**config.mk**
```make
export PLATFORM = sky130hd
export DESIGN_NAME = i2s_rx_sample_packer_flat
export DESIGN_NICKNAME = d
export VERILOG_FILES = /design/src/rtl/i2s_rx_sample_packer_if.sv /design/src/rtl/i2s_rx_sample_packer.sv /design/src/flat_wrapper.sv
export SDC_FILE = /design/constraint.sdc
export NUM_CORES = 1
export LEC_CHECK = 0
export ABC_AREA = 1
export CAP_MARGIN = 40
export CORE_AREA = 8 8 141 143
export DETAILED_ROUTE_END_ITERATION = 12
export DIE_AREA = 0 0 149 151
export DONT_BUFFER_PORTS = 1
export PLACE_DENSITY = 0.67
export SKIP_LAST_GASP = 1
export SLEW_MARGIN = 20
export SYNTH_ARGS = -nofsm -noshare
export SYNTH_HDL_FRONTEND = slang
export SYNTH_SLANG_ARGS = --single-unit
```
**constraint.sdc**
```tcl
create_clock -name sck_i -period 2.6 [get_ports sck_i]
set_clock_uncertainty 0.1 [all_clocks]
set_input_delay 0.26 -clock sck_i [delete_from_list [all_inputs] [get_ports sck_i]]
set_output_delay 0.26 -clock sck_i [all_outputs]
set_load 0.01 [all_outputs]
```
**src/rtl/i2s_rx_sample_packer_if.sv**
```systemverilog
// i2s_rx_sample_packer_if: sample-in and packed-word-out handshakes of the RX packer.
// The slave modport is the packer side; master is the RX channel / uDMA side.
interface i2s_rx_sample_packer_if #(
  parameter int DW = 32
);
  logic [DW-1:0] in_data_i;
  logic          in_valid_i;
  logic          in_ready_o;
  logic [DW-1:0] out_data_o;
  logic          out_valid_o;
  logic          out_ready_i;

  modport slave (
    input  in_data_i,
    input  in_valid_i,
    input  out_ready_i,
    output in_ready_o,
    output out_data_o,
    output out_valid_o
  );

  modport master (
    output in_data_i,
    output in_valid_i,
    output out_ready_i,
    input  in_ready_o,
    input  out_data_o,
    input  out_valid_o
  );
endinterface

```
**src/rtl/i2s_rx_sample_packer.sv**
```systemverilog
// i2s_rx_sample_packer: packs 8/16-bit RX samples into 32-bit words (or passes
// wider samples through masked) and queues the words in a DEPTH-entry FIFO.
module i2s_rx_sample_packer #(
  parameter int DEPTH      = 4,
  parameter int DATA_WIDTH = 32
) (
  input  logic                   sck_i,
  input  logic                   rstn_i,
  input  logic                   cfg_en_i,
  input  logic                   cfg_clr_i,
  input  logic                   cfg_pack_i,
  input  logic [4:0]             cfg_num_bits_i,
  i2s_rx_sample_packer_if.slave  bus,
  output logic                   err_o,
  output logic [$clog2(DEPTH):0] level_o
);

  localparam int AW = $clog2(DEPTH);
  localparam logic [AW:0] LVL_FULL = (AW+1)'(DEPTH);
  localparam logic [AW:0] PTR_ONE  = {{AW{1'b0}}, 1'b1};

  function automatic logic [DATA_WIDTH-1:0] f_sample_mask(input logic [4:0] nb);
    case (nb)
      5'd7:    f_sample_mask = 32'h0000_00FF;
      5'd15:   f_sample_mask = 32'h0000_FFFF;
      5'd23:   f_sample_mask = 32'h00FF_FFFF;
      default: f_sample_mask = 32'hFFFF_FFFF;
    endcase
  endfunction

  function automatic logic [1:0] f_last_lane(input logic pack, input logic [4:0] nb);
    if (pack && (nb == 5'd7)) begin
      f_last_lane = 2'd3;
    end else if (pack && (nb == 5'd15)) begin
      f_last_lane = 2'd1;
    end else begin
      f_last_lane = 2'd0;
    end
  endfunction

  // Bit offset of a lane: 8 bits per lane in byte mode, 16 in half-word mode.
  function automatic logic [4:0] f_lane_shift(input logic [1:0] last, input logic [1:0] lane);
    case (last)
      2'd3:    f_lane_shift = {lane, 3'b000};
      2'd1:    f_lane_shift = {lane[0], 4'b0000};
      default: f_lane_shift = 5'd0;
    endcase
  endfunction

  logic                  r_run;
  logic                  r_pack_q;
  logic [4:0]            r_nb_q;
  logic [1:0]            r_lane;
  logic [DATA_WIDTH-1:0] r_acc;
  logic [DATA_WIDTH-1:0] r_mem [DEPTH];
  logic [AW:0]           r_wr_ptr;
  logic [AW:0]           r_rd_ptr;
  logic                  r_err;

  logic [AW:0]           w_level;
  logic                  w_full;
  logic                  w_empty;
  logic                  w_in_ready;
  logic                  w_accept;
  logic                  w_cfg_chg;
  logic [1:0]            w_last;
  logic [1:0]            w_lane;
  logic                  w_lane_last;
  logic [DATA_WIDTH-1:0] w_acc_base;
  logic [DATA_WIDTH-1:0] w_sample;
  logic [DATA_WIDTH-1:0] w_word;
  logic                  w_push;
  logic                  w_pop;
  logic [1:0]            w_lane_nxt;
  logic [DATA_WIDTH-1:0] w_acc_nxt;

  assign w_level    = r_wr_ptr - r_rd_ptr;
  assign w_full     = (w_level == LVL_FULL);
  assign w_empty    = (r_wr_ptr == r_rd_ptr);
  // Ready is built from state and config only; the upstream valid depends on it.
  assign w_in_ready = r_run & cfg_en_i & ~w_full & ~cfg_clr_i;
  assign w_accept   = bus.in_valid_i & w_in_ready;
  assign w_pop      = ~w_empty & bus.out_ready_i;

  assign bus.in_ready_o  = w_in_ready;
  assign bus.out_valid_o = ~w_empty;
  assign bus.out_data_o  = w_empty ? {DATA_WIDTH{1'b0}} : r_mem[r_rd_ptr[AW-1:0]];
  assign err_o           = r_err;
  assign level_o         = w_level;

  // Lane selection and word assembly for the sample offered this cycle.
  always_comb begin
    w_cfg_chg   = cfg_en_i & ((cfg_pack_i != r_pack_q) | (cfg_num_bits_i != r_nb_q));
    w_last      = f_last_lane(cfg_pack_i, cfg_num_bits_i);
    w_lane      = w_cfg_chg ? 2'd0 : r_lane;
    w_acc_base  = w_cfg_chg ? {DATA_WIDTH{1'b0}} : r_acc;
    w_lane_last = (w_lane == w_last);
    w_sample    = bus.in_data_i & f_sample_mask(cfg_num_bits_i);
    w_word      = w_acc_base | (w_sample << f_lane_shift(w_last, w_lane));
    w_push      = w_accept & w_lane_last;
  end

  // Next lane counter / accumulator: clear, advance, or discard on mode change.
  always_comb begin
    w_lane_nxt = r_lane;
    w_acc_nxt  = r_acc;
    if (cfg_clr_i || !cfg_en_i) begin
      w_lane_nxt = 2'd0;
      w_acc_nxt  = {DATA_WIDTH{1'b0}};
    end else if (w_accept) begin
      if (w_lane_last) begin
        w_lane_nxt = 2'd0;
        w_acc_nxt  = {DATA_WIDTH{1'b0}};
      end else begin
        w_lane_nxt = w_lane + 2'd1;
        w_acc_nxt  = w_word;
      end
    end else if (w_cfg_chg) begin
      w_lane_nxt = 2'd0;
      w_acc_nxt  = {DATA_WIDTH{1'b0}};
    end else begin
      w_lane_nxt = r_lane;
      w_acc_nxt  = r_acc;
    end
  end

  // Config shadow copies and the out-of-reset flag gating in_ready_o.
  always_ff @(posedge sck_i or negedge rstn_i) begin
    if (!rstn_i) begin
      r_run    <= 1'b0;
      r_pack_q <= 1'b0;
      r_nb_q   <= 5'd0;
    end else begin
      r_run    <= 1'b1;
      r_pack_q <= cfg_pack_i;
      r_nb_q   <= cfg_num_bits_i;
    end
  end

  // Lane counter and partial-word accumulator.
  always_ff @(posedge sck_i or negedge rstn_i) begin
    if (!rstn_i) begin
      r_lane <= 2'd0;
      r_acc  <= {DATA_WIDTH{1'b0}};
    end else begin
      r_lane <= w_lane_nxt;
      r_acc  <= w_acc_nxt;
    end
  end

  // Output FIFO: storage and wrap-bit pointers; clear beats push and pop.
  always_ff @(posedge sck_i or negedge rstn_i) begin
    if (!rstn_i) begin
      r_wr_ptr <= {(AW+1){1'b0}};
      r_rd_ptr <= {(AW+1){1'b0}};
      for (int i = 0; i < DEPTH; i++) begin
        r_mem[i] <= {DATA_WIDTH{1'b0}};
      end
    end else if (cfg_clr_i) begin
      r_wr_ptr <= {(AW+1){1'b0}};
      r_rd_ptr <= {(AW+1){1'b0}};
    end else begin
      if (w_push) begin
        r_mem[r_wr_ptr[AW-1:0]] <= w_word;
        r_wr_ptr                <= r_wr_ptr + PTR_ONE;
      end
      if (w_pop) begin
        r_rd_ptr <= r_rd_ptr + PTR_ONE;
      end
    end
  end

  // Sticky overrun flag: a sample offered while the packer was not ready.
  always_ff @(posedge sck_i or negedge rstn_i) begin
    if (!rstn_i) begin
      r_err <= 1'b0;
    end else if (cfg_clr_i) begin
      r_err <= 1'b0;
    end else begin
      r_err <= r_err | (cfg_en_i & bus.in_valid_i & ~w_in_ready);
    end
  end

endmodule

```
**src/flat_wrapper.sv**
```systemverilog
// flat-port wrapper written by rule: the top's interface ports become plain ports
module i2s_rx_sample_packer_flat 
#(
  parameter int DEPTH      = 4,
  parameter int DATA_WIDTH = 32
)
  (sck_i, rstn_i, cfg_en_i, cfg_clr_i, cfg_pack_i, cfg_num_bits_i, err_o, level_o, bus_in_data_i, bus_in_valid_i, bus_out_ready_i, bus_in_ready_o, bus_out_data_o, bus_out_valid_o);
  i2s_rx_sample_packer_if #(.DW(32)) bus_i ();
  input  logic sck_i;
  input  logic rstn_i;
  input  logic cfg_en_i;
  input  logic cfg_clr_i;
  input  logic cfg_pack_i;
  input  logic [4:0] cfg_num_bits_i;
  output logic err_o;
  output logic [$clog2(DEPTH):0] level_o;
  input wire logic [$bits(bus_i.in_data_i)-1:0] bus_in_data_i;
  input wire logic [$bits(bus_i.in_valid_i)-1:0] bus_in_valid_i;
  input wire logic [$bits(bus_i.out_ready_i)-1:0] bus_out_ready_i;
  output wire logic [$bits(bus_i.in_ready_o)-1:0] bus_in_ready_o;
  output wire logic [$bits(bus_i.out_data_o)-1:0] bus_out_data_o;
  output wire logic [$bits(bus_i.out_valid_o)-1:0] bus_out_valid_o;
  assign bus_i.in_data_i = bus_in_data_i;
  assign bus_i.in_valid_i = bus_in_valid_i;
  assign bus_i.out_ready_i = bus_out_ready_i;
  assign bus_in_ready_o = bus_i.in_ready_o;
  assign bus_out_data_o = bus_i.out_data_o;
  assign bus_out_valid_o = bus_i.out_valid_o;
  i2s_rx_sample_packer #(.DEPTH(DEPTH), .DATA_WIDTH(DATA_WIDTH)) u_core (.sck_i(sck_i), .rstn_i(rstn_i), .cfg_en_i(cfg_en_i), .cfg_clr_i(cfg_clr_i), .cfg_pack_i(cfg_pack_i), .cfg_num_bits_i(cfg_num_bits_i), .bus(bus_i), .err_o(err_o), .level_o(level_o));
endmodule
```
==> impl_metrics.json, run 1 <==
{
  "vias_per_cell": 5.32,
  "hp-class": "in -> async",
  "slew_headroom": 0.467,
  "worst-setup-path-type": "reg -> reg",
  "startpoint_type": "flip-flop",
  "port_buffers": 0,
  "vias": 8127,
  "antenna_left": 0,
  "grt_start_max_net_pins": 177,
  "io_pins": 82,
  "critPathMaxFanout": 16,
  "grt_overflow": 0,
  "setup_viol": 0,
  "drc": 0,
  "clkTransAtPathRegs_ns": 0.07,
  "core_area_sq_um": 17700,
  "ys.flop_type": "dfrtp_1",
  "wl_per_cell_microns": 17.3,
  "async_reset_ff_frac": 1.00,
  "hold_ws_ns": -0.578,
  "area_delta_synth_final_pct": 14.0,
  "gr-usage-all-layers": 0.235,
  "max_freq_mhz": 390,
  "ys_warn_count": 0,
  "fillers": 1653,
  "ys_ff_latch": 176,
  "ctsLongestPathBuffers": 2,
  "crit_start": "u_core.r_wr_ptr[0]",
  "r2r_slack_ns": 0.03,
  "grt_pass1_wl_microns": 41300,
  "place_congestion": 0.877,
  "cts_buffers": 17,
  "drt_wl_total_microns": 26500,
  "htree_levels": 4,
  "cts_tree": "done",
  "critPathArrivalTime_ns": 2.78,
  "min_period_ns": 2.57,
  "root_buffer": "clkbuf_16",
  "fp.dieW_microns": 149,
  "antenna_found_initial": 0,
  "yosysTopAreaCell": "dfrtp_1",
  "die_h_microns": 151,
  "synth_edf_count": 0,
  "max-cap-violations": 0,
  "critical_path.reg2reg.startpoint": "u_core.r_wr_ptr[0]",
  "leakage_nw": 5.48,
  "required_ns": 2.82,
  "yosysUniqueCellTypes": 32,
  "synthesis.nets": 1306,
  "netlist_area_sq_um": 9130,
  "dp_slack_ns": 0.0126,
  "power.density_nw_per_um2": 745,
  "die_area_sq_um": 22500,
  "status": "complete, but fails checks",
  "cts_sinks": 176,
  "fin_tns_setup_ns": 0,
  "finalHoldViolCount": 176,
  "yosysTopAreaCellShare": 0.482,
  "postCtsHoldBufs": 9,
  "syn_inst": 1254,
  "antenna_cells": 0,
  "drive_gt1_frac": 0.107,
  "failed_checks": "hold timing",
  "end_kind": "flip-flop",
  "ys_top_cells_by_area": "dfrtp_1 (48%), nand2_1 (24%), nor2_1 (7.3%)",
  "row_count": 49,
  "clock_latency_ns": 0.43,
  "fin_crit_sh": 0.987,
  "grt_pass1_vias": 7785,
  "ys_seq_area_frac": 0.482,
  "final_cell_mix": "nand2_1 (572), nor2_1 (177), dfrtp_1 (174)",
  "tightestPinTransition_ns": 0.792,
  "rsz0062_at_grt": "true",
  "final_common_cell": "nand2_1",
  "layout_setup_ws_ns": 0.0349,
  "drv_slew": 0,
  "ir_drop_mv": 0.519,
  "dr.pass1.iters": 5,
  "nets": 1339,
  "drt_iter0_markers": 702,
  "start_util": 0.517,
  "syn_avg_cell_area_sq_um": 7.28,
  "dp_hpwl_microns": 16000
}
==> timing repair <==
item,CTS,global route
hold endpoints to repair,189,176
pin swaps,0,2
gates cloned,0,3
resized for setup,5,29
buffers inserted,0,3
setup endpoints to repair,36,161
==> metrics by stage <==
| stage | utilization | area [sq um] | cells | power [mW] |
|---|---|---|---|---|
| 2_1_floorplan | - | 9130 | 1254 | 4.40 |
| 3_3_place_gp | 0.538 | 9500 | 1482 | 4.98 |
| 3_5_place_dp | 0.538 | 9500 | 1482 | 5.02 |
| 4_1_cts | 0.579 | 10200 | 1523 | 7.66 |
| 5_1_grt | 0.590 | 10400 | 1529 | 8.14 |
| 6_report | 0.590 | 10400 | 1529 | 7.76 |
==> per-layer routing <==
layer	wire [microns]	global-route usage	vias to the layer above
met5	0	0	-
met4	856	0.100	0
met3	1760	0.0448	39
met2	12500	0.374	289
met1	11400	0.309	3865
li1	-	-	3934
==> kinds of logic (layout without fill, tap and decap cells) <==
| kind of cell | count (synthesis) | count (layout) | synth area share |
|---|---|---|---|
| buffers and inverters | 129 | 172 | 0.0747 |
| AOI/OAI and AO/OA | 130 | 130 | 0.0737 |
| and+or+nand+nor | 809 | 812 | 0.356 |
| adders and majority gates | 8 | 8 | 0.0118 |
| other | 1 | 1 | 0.000411 |
| DFF | 176 | 176 | 0.482 |
| xor gates and xnor gates | 1 | 1 | 0.000959 |
==> worst max-delay path, cell delays in order, from the launching register on <==
cell	delay [ns]
dfrtp_1	0.37
inv_1	0.07
ha_2	0.17
fa_2	0.44
nand4_1	0.15
nand3_2	0.15
inv_2	0.09
nand3_2	0.10
nor2_4	0.24
buf_12	0.19
nand2_4	0.18
nand2_1	0.13
nand2_1	0.06
==> Yosys cell counts, types with 2 or more instances <==
library cell  instances
nand2_1             573
nor2_1              177
dfrtp_1             176
o21ai_0              75
inv_1                62
a21oi_1              46
clkbuf_1             29
buf_6                25
nand3_1              19
nand4_1               9
ha_1                  7
nor2b_1               7
nor2_4                6
o21bai_1              6
buf_2                 5
nand3_2               5
inv_2                 4
nand2_2               4
nand2_4               4
clkinv_1              2
nand3_4               2
==> report_power, final <==
group          switching [mW]  internal, mW  leakage [nW]
registers               0.176          3.05          2.38
logic                    1.19         0.703          2.80
clock network            1.08          1.55         0.291
total                    2.45          5.31          5.48
==> cell type report <==
cell class                      instances  area, sq um  area share
Timing Repair Buffer                   72          671      0.0644
Tap cell                              229          287      0.0275
Inverter                               68          255      0.0245
Sequential cell                       176         4410       0.423
Multi-Input combinational cell        952         4190       0.402
Clock inverter                          7         97.6     0.00937
Clock buffer                           25          505      0.0486
==> sequential cells by signal (all words and copies together) (netlist names) <==
signal / count
u_core.r_mem: 128
u_core.r_acc: 32
u_core.r_nb_q: 5
u_core.r_rd_ptr: 3
u_core.r_wr_ptr: 3
u_core.r_lane: 2
u_core.err_o: 1
u_core.r_pack_q: 1
u_core.r_run: 1
==> path summary, 6_finish.rpt <==
| path | to | cells after the start |
|---|---|---|
| max | u_core.r_mem[30] | 12 |
| min | u_core.r_acc[14] | 0 |
| max reg2reg | u_core.r_mem[30] | 12 |
| min reg2reg | u_core.r_mem[18] | 2 |
| max in group asynchronous | u_core.r_rd_ptr[1] | 0 |
| min in group sck_i | u_core.r_lane[0] | 2 |
(Power assumes the default switching activity.)
==> run 2, diff against run 1 <==
CORE_AREA = 3 3 136 138   (was 8 8 141 143)
DIE_AREA = 0 0 139 141   (was 0 0 149 151)
PLACE_DENSITY = 0.72   (was 0.67)
==> impl_metrics.json, run 2 (synthesis results as in run 1) <==
{
  "largest_register_ffs": 128,
  "drt_iter0_markers": 1001,
  "fin_tns_setup_ns": 0,
  "top_regs": "u_core.r_mem x128, u_core.r_acc x32, u_core.r_nb_q x5",
  "max_freq_mhz": 389,
  "vias_per_cell": 5.45,
  "grt_overflow": 0,
  "slew_headroom": 0.622,
  "leakage_nw": 5.57,
  "dp_slack_ns": -0.0455,
  "final_cell_mix": "nand2_1 (573), nor2_1 (176), dfrtp_1 (175)",
  "min_period_ns": 2.57,
  "placed_cells": 1482,
  "cts_tree": "done",
  "end_kind": "output port",
  "critPathMaxFanout": 32,
  "hp-class": "in -> async",
  "failed_checks": "hold timing",
  "path_buf_inv": 4,
  "critPathArrivalTime_ns": 2.21,
  "dr.pass1.iters": 5,
  "port_buffers": 0,
  "row_count": 48,
  "place_congestion": 0.934,
  "io_pins": 82,
  "final_common_cell": "nand2_1",
  "regArea_sq_um": 4410,
  "root_buffer": "clkbuf_16",
  "fillers": 1564,
  "tightestPinTransition_ns": 0.565,
  "drt_wl_total_microns": 26500,
  "cts_sinks": 176,
  "antenna_cells": 0,
  "ctsLongestPathBuffers": 2,
  "antenna_found_initial": 0,
  "fp.dieW_microns": 139,
  "drv_slew": 0,
  "drive_gt1_frac": 0.112,
  "path_cells": "clkinv_1, ha_1, nand3_1, inv_1, buf_8, a21oi_1, buf_4",
  "core_area_sq_um": 17300,
  "startpoint_type": "flip-flop",
  "status": "complete, but fails checks",
  "drc": 0,
  "path_delay_family": "buffers and inverters",
  "multi_input_comb_area_sq_um": 4150,
  "die_area_sq_um": 19600,
  "grt_pass1_vias": 7942,
  "gr-usage-all-layers": 0.263,
  "area_delta_synth_final_pct": 15.2,
  "top_register": "u_core.r_mem",
  "setup_viol": 0,
  "rsz0062_at_grt": "true",
  "worst-setup-path-type": "reg -> out",
  "max-cap-violations": 0,
  "htree_levels": 4,
  "start_util": 0.528,
  "power.density_nw_per_um2": 738,
  "cts_buffers": 17,
  "hold_ws_ns": -0.577,
  "antenna_left": 0,
  "die_h_microns": 141,
  "ir_drop_mv": 0.560,
  "nets": 1351,
  "wl_per_cell_microns": 17.3,
  "grt_pass1_wl_microns": 41300,
  "finalHoldViolCount": 176,
  "report.power.total_mw": 7.75,
  "clkTransAtPathRegs_ns": 0.07,
  "instances_no_fill": 1537,
  "required_ns": 2.24,
  "dp_hpwl_microns": 15600,
  "slowest_stage": "dfrtp_1",
  "postCtsHoldBufs": 9,
  "layout_setup_ws_ns": 0.0294,
  "cp_slowest_stage_delay_ns": 0.43,
  "grt_start_max_net_pins": 177,
  "clock_latency_ns": 0.43,
  "r2r_slack_ns": 0.05,
  "fin_crit_sh": 0.989,
  "vias": 8381
}
-- run 2: cell count changes in the layout (fill, tap and decap cells not counted), sizes merged --
cell    change
nand2       -1
clkinv      +4
buf        +11
bufinv      +1
inv         +1
clkbuf      -4
-- run 2: path summary, 6_finish.rpt --
check / startpoint / to / depth (start not counted)
max in group asynchronous: rstn_i / u_core.r_rd_ptr[0] / 0
min reg2reg: u_core.r_mem[21] / u_core.r_mem[21] / 2
max: u_core.r_rd_ptr[1] / bus_out_data_o[23] / 7
max reg2reg: u_core.r_rd_ptr[0] / u_core.r_mem[18] / 11
min: rstn_i / u_core.r_acc[14] / 0
min in group sck_i: bus_in_data_i[4] / u_core.r_acc[4] / 4
-- run 2: layer usage --
layer | vias to the layer above | track usage | share of wire
li1 | 3947 | - | -
met1 | 4007 | 0.350 | 0.42
met2 | 378 | 0.439 | 0.47
met3 | 49 | 0.0522 | 0.083
met4 | 0 | 0.0814 | 0.022
met5 | - | 0 | 0
-- run 2: layout make-up --
class                   instances  area share
flip-flops and latches        176       0.419
multi-input cells             951       0.395
repair buffers                 85      0.0775
clock buffers                  19      0.0431
well taps                     225      0.0268
inverters                      68      0.0243
clock inverters                13      0.0149
-- run 2: worst register-to-register path, cell delays in order (launching register included) --
cell and delay (ns):
dfrtp_2 0.43, ha_1 0.22, fa_2 0.42, nand4_1 0.18
nand3_4 0.14, a21oi_4 0.18, nand3_4 0.15, buf_4 0.19
nor2_4 0.13, buf_6 0.21, nand2_1 0.08, nand2_1 0.07
-- run 2: repair_timing --
action,CTS,global route
endpoints found under the setup margin,159,156
pin swaps,1,2
buffers inserted,3,6
cloned,0,5
resized for setup,7,17
endpoints found under the hold margin,189,176
-- run 2: report_power, final --
group	total, mW	switching, mW	internal, mW
clock network	2.68	1.12	1.56
registers	3.23	0.178	3.05
logic	1.85	1.17	0.677
total	7.75	2.46	5.29
-- run 2: per-stage QoR --
| stage | utilization | area (sq um) |
|---|---|---|
| 2_1_floorplan | - | 9130 |
| 3_3_place_gp | 0.551 | 9530 |
| 3_5_place_dp | 0.551 | 9530 |
| 4_1_cts | 0.596 | 10300 |
| 5_1_grt | 0.608 | 10500 |
| 6_report | 0.608 | 10500 |
==> run 3, diff against run 2 <==
RECOVER_POWER = 100   (was default)
==> impl_metrics.json, run 3 (synthesis results as in run 1) <==
{
  "status": "complete, but fails checks",
  "failed_checks": "hold timing",
  "critical_path.reg2reg.startpoint": "u_core.r_rd_ptr[0]",
  "start_util": 0.528,
  "end_kind": "output port",
  "antenna_cells": 0,
  "nets": 1351,
  "setup_viol": 0,
  "place_congestion": 0.934,
  "top_register": "u_core.r_mem",
  "final_cell_mix": "nand2_1 (573), nor2_1 (176), dfrtp_1 (175)",
  "drive_gt1_frac": 0.111,
  "rsz0062_at_grt": "true",
  "cts_sinks": 176,
  "slew_headroom": 0.618,
  "max_freq_mhz": 391,
  "startpoint_type": "flip-flop",
  "antenna_left": 0,
  "final_common_cell": "nand2_1",
  "clock_latency_ns": 0.43,
  "drv_slew": 0,
  "cts_buffers": 17,
  "critPathMaxFanout": 32,
  "root_buffer": "clkbuf_16",
  "fin_crit_sh": 0.984,
  "drt_iter0_markers": 1008,
  "hold_ws_ns": -0.579,
  "max-cap-violations": 0,
  "fin_tns_setup_ns": 0,
  "power.density_nw_per_um2": 737,
  "io_pins": 82,
  "wl_per_cell_microns": 17.3,
  "port_buffers": 0,
  "clkTransAtPathRegs_ns": 0.07,
  "crit_start": "u_core.r_rd_ptr[1]",
  "vias": 8324,
  "postCtsHoldBufs": 9,
  "grt_start_max_net_pins": 177,
  "vias_per_cell": 5.42,
  "die_area_sq_um": 19600,
  "layout_setup_ws_ns": 0.0419,
  "dr.pass1.iters": 5,
  "placed_cells": 1482,
  "gr-usage-all-layers": 0.263,
  "htree_levels": 4,
  "tightestPinTransition_ns": 0.572,
  "grt_overflow": 0,
  "drt_wl_total_microns": 26500,
  "ir_drop_mv": 0.560,
  "cts_tree": "done",
  "antenna_found_initial": 0,
  "area_delta_synth_final_pct": 15.1,
  "die_h_microns": 141,
  "drc": 0,
  "grt_pass1_wl_microns": 41300,
  "fp.dieW_microns": 139,
  "ctsLongestPathBuffers": 2,
  "dp_hpwl_microns": 15600,
  "min_period_ns": 2.56,
  "worst-setup-path-type": "reg -> out",
  "critPathArrivalTime_ns": 2.20,
  "top_regs": "u_core.r_mem x128, u_core.r_acc x32, u_core.r_nb_q x5",
  "dp_slack_ns": -0.0455,
  "leakage_nw": 5.57,
  "finalHoldViolCount": 176,
  "core_area_sq_um": 17300,
  "hp-class": "in -> async",
  "grt_pass1_vias": 7942,
  "required_ns": 2.24,
  "instances_no_fill": 1537,
  "fillers": 1564,
  "largest_register_ffs": 128,
  "row_count": 48
}
run 3: timing repair:
| action | CTS | global route |
|---|---|---|
| pin swaps | 1 | 2 |
| endpoints found under the hold margin | 189 | 176 |
| gates resized for setup | 7 | 17 |
| setup endpoints to repair | 159 | 156 |
| setup buffers | 3 | 6 |
| gates cloned | 0 | 5 |
run 3: cell type report:
type	instances	area, sq um	share of cell area
flip-flops and latches	176	4410	0.419
clock inverters	13	156	0.0149
repair buffers	85	815	0.0775
multi-input cells	951	4140	0.394
well taps	225	282	0.0268
clock buffers	19	453	0.0431
inverters	68	255	0.0243
run 3: routing by layer:
| metal | share of wire | track usage | vias to the layer above |
|---|---|---|---|
| met5 | 0 | 0 | - |
| met4 | 0.023 | 0.0814 | 0 |
| met3 | 0.081 | 0.0522 | 52 |
| met2 | 0.47 | 0.439 | 331 |
| met1 | 0.42 | 0.350 | 3999 |
| li1 | - | - | 3942 |
run 3: final timing paths:
kind | to | slack [ns] | depth (start not counted)
max in group asynchronous | u_core.r_rd_ptr[0] | 2.62 | 0
hold / removal | u_core.r_acc[14] | -0.58 | 0
hold reg to reg | u_core.r_mem[21] | 0.37 | 2
setup / recovery | bus_out_data_o[23] | 0.04 | 7
setup reg to reg | u_core.r_mem[18] | 0.05 | 11
min in group sck_i | u_core.r_acc[4] | 0.02 | 4
run 3: per-stage QoR:
step	power [mW]	hold slack (ns)	instance area, sq um	utilization
floorplan	4.40	-0.136	9130	-
global placement	4.95	-0.128	9530	0.551
finish	7.74	-0.579	10500	0.608
CTS	7.70	-0.586	10300	0.596
detailed placement	5.00	-0.128	9530	0.551
global route	8.14	-0.596	10500	0.608
run 3: worst max-delay path, cell delays in order (launching register included):
cell and delay (ns):
dfrtp_1 0.42, clkinv_1 0.11, ha_1 0.29, nand3_1 0.19, inv_1 0.10, buf_8 0.21, a21oi_1 0.25, buf_4 0.17
run 3: power breakdown:
part / switching [mW] / internal, mW
clock network: 1.11 / 1.56
registers: 0.177 / 3.05
logic: 1.17 / 0.676
